[src/rtl/muldiv_unit.sv]
// -----------------------------------------------------------------------------
// muldiv_unit
//   Multi-cycle integer multiply/divide engine for the execute stage. It takes
//   decoded MULT/MULTU/DIV/DIVU operands and produces {hi,lo} for the HI/LO
//   writeback. While an operation is in flight, busy is raised so that the
//   hazard unit can stall younger HI/LO users.
//
//   The multiplier registers the full 64-bit product on accept. It then
//   counts MUL_LAT cycles before it reports the result. The divider is a
//   radix-2 restoring divider that performs one shift/subtract per cycle on
//   operand magnitudes. The sign fixup is applied on the final iteration
//   edge.
//
// Ports
//   clk     in   1   clock, rising edge
//   resetn  in   1   asynchronous active-low reset
//   start   in   1   request, accepted when start && !busy && !flush
//   op      in   2   00 MULT, 01 MULTU, 10 DIV, 11 DIVU (sampled on accept)
//   a       in   32  rs operand (sampled on accept)
//   b       in   32  rt operand (sampled on accept)
//   flush   in   1   abort any in-flight operation; wins over start
//   busy    out  1   operation in progress (state MUL or DIV)
//   done    out  1   one-cycle pulse, hi/lo valid
//   hi      out  32  product[63:32] or remainder
//   lo      out  32  product[31:0]  or quotient
// -----------------------------------------------------------------------------
module muldiv_unit #(
    parameter int MUL_LAT  = 2,
    parameter int DIV_ITER = 32
) (
    input  logic        clk,
    input  logic        resetn,
    input  logic        start,
    input  logic [1:0]  op,
    input  logic [31:0] a,
    input  logic [31:0] b,
    input  logic        flush,
    output logic        busy,
    output logic        done,
    output logic [31:0] hi,
    output logic [31:0] lo
);

    localparam int CNT_MAX = (MUL_LAT > DIV_ITER) ? MUL_LAT : DIV_ITER;
    localparam int CNT_W   = (CNT_MAX > 1) ? $clog2(CNT_MAX) : 1;
    localparam logic [CNT_W-1:0] MUL_CNT0 = CNT_W'(MUL_LAT - 1);
    localparam logic [CNT_W-1:0] DIV_CNT0 = CNT_W'(DIV_ITER - 1);

    typedef enum logic [1:0] {
        S_IDLE = 2'd0,
        S_MUL  = 2'd1,
        S_DIV  = 2'd2,
        S_DONE = 2'd3
    } state_t;

    // Magnitude of a possibly-signed operand; 0x80000000 maps onto itself,
    // which is the correct unsigned magnitude.
    function automatic logic [31:0] magnitude(input logic [31:0] v, input logic is_signed);
        return (is_signed && v[31]) ? (~v + 32'd1) : v;
    endfunction

    function automatic logic [31:0] apply_sign(input logic [31:0] v, input logic neg);
        return neg ? (~v + 32'd1) : v;
    endfunction

    state_t           state_q, state_d;
    logic [CNT_W-1:0] cnt_q, cnt_d;
    logic [63:0]      prod_q, prod_d;
    logic [31:0]      rem_q, rem_d;
    logic [31:0]      quo_q, quo_d;
    logic [31:0]      dvs_q, dvs_d;
    logic [31:0]      araw_q, araw_d;
    logic             q_neg_q, q_neg_d;
    logic             r_neg_q, r_neg_d;
    logic             dz_q, dz_d;
    logic             busy_q, busy_d;
    logic             done_q, done_d;
    logic [31:0]      hi_q, hi_d;
    logic [31:0]      lo_q, lo_d;

    logic             accept;
    logic             op_signed;
    logic [63:0]      mul_a, mul_b, mul_prod;
    logic [32:0]      rem_sh, rem_diff;
    logic             step_ge;
    logic [31:0]      rem_step, quo_step;

    assign accept    = start && !busy_q && !flush;
    assign op_signed = ~op[0];

    // Sign- or zero-extend to 64 bits; the low 64 bits of the product are then
    // correct for both MULT and MULTU.
    assign mul_a    = {{32{a[31] & op_signed}}, a};
    assign mul_b    = {{32{b[31] & op_signed}}, b};
    assign mul_prod = mul_a * mul_b;

    // One restoring-divide step: shift in the next dividend bit and subtract
    // the divisor when it fits. The partial remainder stays below the
    // divisor, so bit 32 of the difference is a clean borrow flag.
    assign rem_sh   = {rem_q, quo_q[31]};
    assign rem_diff = rem_sh - {1'b0, dvs_q};
    assign step_ge  = ~rem_diff[32];
    assign rem_step = step_ge ? rem_diff[31:0] : rem_sh[31:0];
    assign quo_step = {quo_q[30:0], step_ge};

    // ---------------- state register ----------------
    always_ff @(posedge clk or negedge resetn) begin
        if (!resetn) begin
            state_q <= S_IDLE;
        end else begin
            state_q <= state_d;
        end
    end

    // ---------------- next-state logic ----------------
    always_comb begin
        state_d = state_q;
        if (flush) begin
            state_d = S_IDLE;
        end else begin
            case (state_q)
                S_IDLE, S_DONE: begin
                    if (accept) state_d = op[1] ? S_DIV : S_MUL;
                    else        state_d = S_IDLE;
                end
                S_MUL, S_DIV: begin
                    if (cnt_q == '0) state_d = S_DONE;
                end
                default: state_d = S_IDLE;
            endcase
        end
    end

    // ---------------- datapath / counter ----------------
    always_comb begin
        cnt_d   = cnt_q;
        prod_d  = prod_q;
        rem_d   = rem_q;
        quo_d   = quo_q;
        dvs_d   = dvs_q;
        araw_d  = araw_q;
        q_neg_d = q_neg_q;
        r_neg_d = r_neg_q;
        dz_d    = dz_q;
        if (accept) begin
            cnt_d   = op[1] ? DIV_CNT0 : MUL_CNT0;
            prod_d  = mul_prod;
            rem_d   = '0;
            quo_d   = magnitude(a, op_signed);
            dvs_d   = magnitude(b, op_signed);
            araw_d  = a;
            q_neg_d = op_signed & (a[31] ^ b[31]);
            r_neg_d = op_signed & a[31];
            dz_d    = (b == 32'd0);
        end else if (!flush && (state_q == S_MUL || state_q == S_DIV)) begin
            if (cnt_q != '0) cnt_d = cnt_q - CNT_W'(1);
            if (state_q == S_DIV) begin
                rem_d = rem_step;
                quo_d = quo_step;
            end
        end
    end

    always_ff @(posedge clk or negedge resetn) begin
        if (!resetn) begin
            cnt_q   <= '0;
            prod_q  <= '0;
            rem_q   <= '0;
            quo_q   <= '0;
            dvs_q   <= '0;
            araw_q  <= '0;
            q_neg_q <= 1'b0;
            r_neg_q <= 1'b0;
            dz_q    <= 1'b0;
        end else begin
            cnt_q   <= cnt_d;
            prod_q  <= prod_d;
            rem_q   <= rem_d;
            quo_q   <= quo_d;
            dvs_q   <= dvs_d;
            araw_q  <= araw_d;
            q_neg_q <= q_neg_d;
            r_neg_q <= r_neg_d;
            dz_q    <= dz_d;
        end
    end

    // ---------------- output logic ----------------
    // Outputs are derived from the next state and registered, so there is no
    // combinational path from the inputs. hi/lo change only on entry to DONE.
    always_comb begin
        busy_d = (state_d == S_MUL) || (state_d == S_DIV);
        done_d = (state_d == S_DONE);
        hi_d   = hi_q;
        lo_d   = lo_q;
        if (state_d == S_DONE && state_q == S_MUL) begin
            hi_d = prod_q[63:32];
            lo_d = prod_q[31:0];
        end else if (state_d == S_DONE && state_q == S_DIV) begin
            if (dz_q) begin
                hi_d = araw_q;
                lo_d = 32'hFFFF_FFFF;
            end else begin
                hi_d = apply_sign(rem_step, r_neg_q);
                lo_d = apply_sign(quo_step, q_neg_q);
            end
        end
    end

    always_ff @(posedge clk or negedge resetn) begin
        if (!resetn) begin
            busy_q <= 1'b0;
            done_q <= 1'b0;
            hi_q   <= '0;
            lo_q   <= '0;
        end else begin
            busy_q <= busy_d;
            done_q <= done_d;
            hi_q   <= hi_d;
            lo_q   <= lo_d;
        end
    end

    assign busy = busy_q;
    assign done = done_q;
    assign hi   = hi_q;
    assign lo   = lo_q;

endmodule

[config.mk]
export PLATFORM = sky130hd
export DESIGN_NAME = muldiv_unit
export DESIGN_NICKNAME = d
export VERILOG_FILES = /design/src/rtl/muldiv_unit.sv
export SDC_FILE = /design/constraint.sdc
export NUM_CORES = 2
export LEC_CHECK = 0
export ABC_CLOCK_PERIOD_IN_PS = 5900
export CAP_MARGIN = 5
export CORE_UTILIZATION = 45
export CTS_CLUSTER_SIZE = 20
export DETAILED_ROUTE_END_ITERATION = 8
export DONT_BUFFER_PORTS = 1
export HOLD_SLACK_MARGIN = 0.08
export PLACE_DENSITY_LB_ADDON = 0.08
export SLEW_MARGIN = 10
export SYNTH_ARGS = -nofsm -noshare
export SYNTH_HDL_FRONTEND = slang
export SYNTH_SLANG_ARGS = --single-unit
[constraint.sdc]
create_clock -name clk -period 5.9 [get_ports clk]
set_input_delay 0.885 -clock clk [delete_from_list [all_inputs] [get_ports clk]]
set_output_delay 0.885 -clock clk [all_outputs]
set_load 0.05 [all_outputs]
==> results.sh <==
export IMPL_synthAdderAreaFrac_pct=48.0
export IMPL_critPathLaunchType="input pin"
export IMPL_finalCritPeriodShare_pct=128
export IMPL_netlist_area_mm2=0.0536
export IMPL_fin_tns_setup_ns=-49.30
export IMPL_synth_largest_area_cell="fa_1"
export IMPL_overflow=0
export IMPL_synth_top_family_by_area="adder cells"
export IMPL_muxShareOfSynthArea_pct=1.10
export IMPL_grt_pass1_vias=43620
export IMPL_fillers=11242
export IMPL_clock_skew_ns=0.0193
export IMPL_yosys_warnings=0
export IMPL_track_usage_pct=29.1
export IMPL_areaGrowthSynthToFinish_pct=11.5
export IMPL_drive_gt1_share_pct=12.4
export IMPL_vias=41073
export IMPL_cp_top_family="adder cells"
export IMPL_numCtsBuffers=30
export IMPL_wire_per_inst_um=22.6
export IMPL_final_core_util_pct=50.6
export IMPL_wl_met2_um=79100
export IMPL_synth_area_leaders="fa_1, dfrtp_1, inv_1"
export IMPL_multi_input_area_mm2=0.0429
export IMPL_hold_path_class="input pin to asynchronous set/reset pin"
export IMPL_gp_congestion=0.893
export IMPL_crit_slowest_cell="fa_1"
export IMPL_antenna_found_initial=11
export IMPL_crit_required_ns=6.33
export IMPL_async_flop_share_pct=100
export IMPL_grt_max_degree=269
export IMPL_wl_met3_um=11800
export IMPL_finalHoldViolCount=0
export IMPL_clk_latency_ns=0.58
export IMPL_setup_viol=46
export IMPL_clock_root_buffer="clkbuf_16"
export IMPL_grt_pass1_wl_um=268000
export IMPL_coreArea_mm2=0.118
export IMPL_cts_tree="done"
export IMPL_max_freq_mhz=132
export IMPL_yosysUniqueCellTypes=78
export IMPL_ys_ff_latch=268
export IMPL_cts_sinks=268
export IMPL_cp_end_kind="flip-flop"
export IMPL_cp_arrival_ns=7.99
export IMPL_htree_levels=1
export IMPL_row_count=126
export IMPL_route_detailed_drc=0
export IMPL_drt_pass1_iterations=6
export IMPL_path_max_fanout=37
export IMPL_seq_area_mm2=0.00671
export IMPL_synth_nets=7486
export IMPL_tightest_slew_ns=1.12
export IMPL_wl_um=172000
export IMPL_met1_length_um=76900
export IMPL_io_buffers=0
export IMPL_dieArea_mm2=0.120
export IMPL_max_stage_delay_ns=0.63
export IMPL_yosys_most_used_dff="dfrtp_1"
export IMPL_synth_edff_count=0
export IMPL_io_pins=136
export IMPL_synth_avg_cell_area_um2=8.88
export IMPL_final_net_count=7488
export IMPL_synth_compound_area_share_pct=8.71
export IMPL_cap_viol_max_count=0
export IMPL_critPathKind="input pin to flip-flop"
export IMPL_viasPerCell=5.40
export IMPL_rsz0062_at_grt="true"
export IMPL_setup_slack_ns=-1.66
export IMPL_status="finished, violations left"
export IMPL_synth_seq_area_share_pct=12.5
export IMPL_die_y_um=347
export IMPL_synthCells=6037
export IMPL_crit_path_frequent_cell="fa_1"
export IMPL_violations="setup timing"
export IMPL_clockBufferDepth=3
export IMPL_ant_nets=0
export IMPL_fin_crit_ns=7.56
export IMPL_clk_pin_slew_worst_paths_ns=0.06
export IMPL_timing_hold_ws_ns=0.0122
export IMPL_die_w_um=347
export IMPL_dp_hpwl_um=126000
export IMPL_first_iter_violations=2950
export IMPL_start_util_pct=45.4
export IMPL_synth_top_area_share_pct=42.1
export IMPL_synth_simple_gate_area_share_pct=15.7
export IMPL_synthXorXnorAreaFrac_pct=3.40
export IMPL_slew_headroom_pct=25.4
export IMPL_top_layer="met5"
export IMPL_maxSlewViolCount=0
export IMPL_cp_buffers_inverters=6
-- what timing repair did --
action                                 in CTS  in global routing
setup endpoints to repair                  48                 50
cloned                                      0                  0
setup buffers                              55                 24
pin swaps                                 212                143
resized for setup                         195                128
endpoints found under the hold margin     268                261
-- registers in the layout, indices dropped and copies added, names as in the netlist --
name,flops
rem_q,32
busy,1
araw_q,32
q_neg_q,1
state_q,2
prod_q,64
dvs_q,32
dz_q,1
cnt_q,5
hi,32
r_neg_q,1
quo_q,32
lo,32
done,1
-- per-layer routing --
| layer | vias up | track usage [%] |
|---|---|---|
| met2 | 1199 | 46.9 |
| met5 | - | 0 |
| met3 | 185 | 4.14 |
| li1 | 18301 | - |
| met4 | 2 | 5.37 |
| met1 | 21386 | 42.0 |
-- logic make-up after synthesis --
kind of cell / count (synthesis)
AO/OA/AOI/OAI: 762
XOR/XNOR: 208
adder cells (fa/ha/maj): 1379
buffers and inverters: 1506
flip-flops: 268
multiplexers: 58
AND/OR/NAND/NOR: 1856
-- Yosys cell counts, types with 13 or more instances --
master and count:
a211oi_1 14, xor2_1 64, nand3_1 32, o21ai_0 285, o22ai_1 58, buf_1 37, nor2b_1 21, dfrtp_1 268
nand2_1 1107, a21o_1 48, mux2i_1 51, or3_1 31, nand2b_1 30, o21a_1 20, or4_1 13, a31oi_1 27
a21oi_1 153, nor3_1 36, and3_1 18, nor4_1 17, ha_1 253, xnor2_1 144, fa_1 1126, inv_1 1128
o31ai_1 25, o41ai_1 13, nor2_1 149, and2_1 364, clkbuf_1 328
-- per-stage QoR --
stage / instances / cell area, µm² / setup WS (ns)
floorplan: 6037 / 55600 / -2.31
finish: 7602 / 59800 / -1.66
detailed placement: 7481 / 56900 / -2.50
global route: 7600 / 59800 / -1.91
CTS: 7585 / 59200 / -1.70
global placement: 7481 / 56900 / -2.46
-- cells in the final DEF (no fill, tap or decap), types with 16 or more instances in the layout --
master and n:
a21o_1 47, a21oi_1 130, a21oi_2 17, a31oi_1 22, and2_1 329, and2_4 35, and3_1 16, buf_4 280
buf_6 59, clkbuf_16 31, dfrtp_1 268, fa_1 1076, fa_2 50, ha_1 210, ha_4 40, inv_1 1075
inv_2 52, mux2i_1 51, nand2_1 1075, nand2_2 23, nand2b_1 29, nand3_1 26, nor2_1 137, nor2b_1 18
nor3_1 33, nor4_1 16, o21a_1 20, o21ai_0 224, o21ai_1 58, o22ai_1 58, o31ai_1 20, or3_1 27
xnor2_1 126, xnor2_2 16, xor2_1 60
-- path summary, 6_finish.rpt --
kind / to / slack, ns / from / cells past startpoint
setup reg to reg: lo[30] / 0.40 / quo_q[31] / 19
setup / recovery: prod_q[51] / -1.66 / b[9] / 27
min in group clk: state_q[0] / 0.38 / flush / 1
hold reg to reg: araw_q[13] / 0.47 / araw_q[13] / 2
max in group asynchronous: hi[19] / 5.13 / resetn / 0
hold / removal: rem_q[22] / 0.01 / resetn / 0
-- final cells by class --
cell class	count	area share, %
diodes	3	0.0126
clock buffers	38	1.44
clock inverters	18	0.339
inverters	1132	7.12
multi-input cells	4263	71.9
flip-flops and latches	268	11.2
well taps	1536	3.22
repair buffers	344	4.79
Power is not shown: default switching activity piles up to over one toggle a cycle in this logic, so the estimate is an artifact.
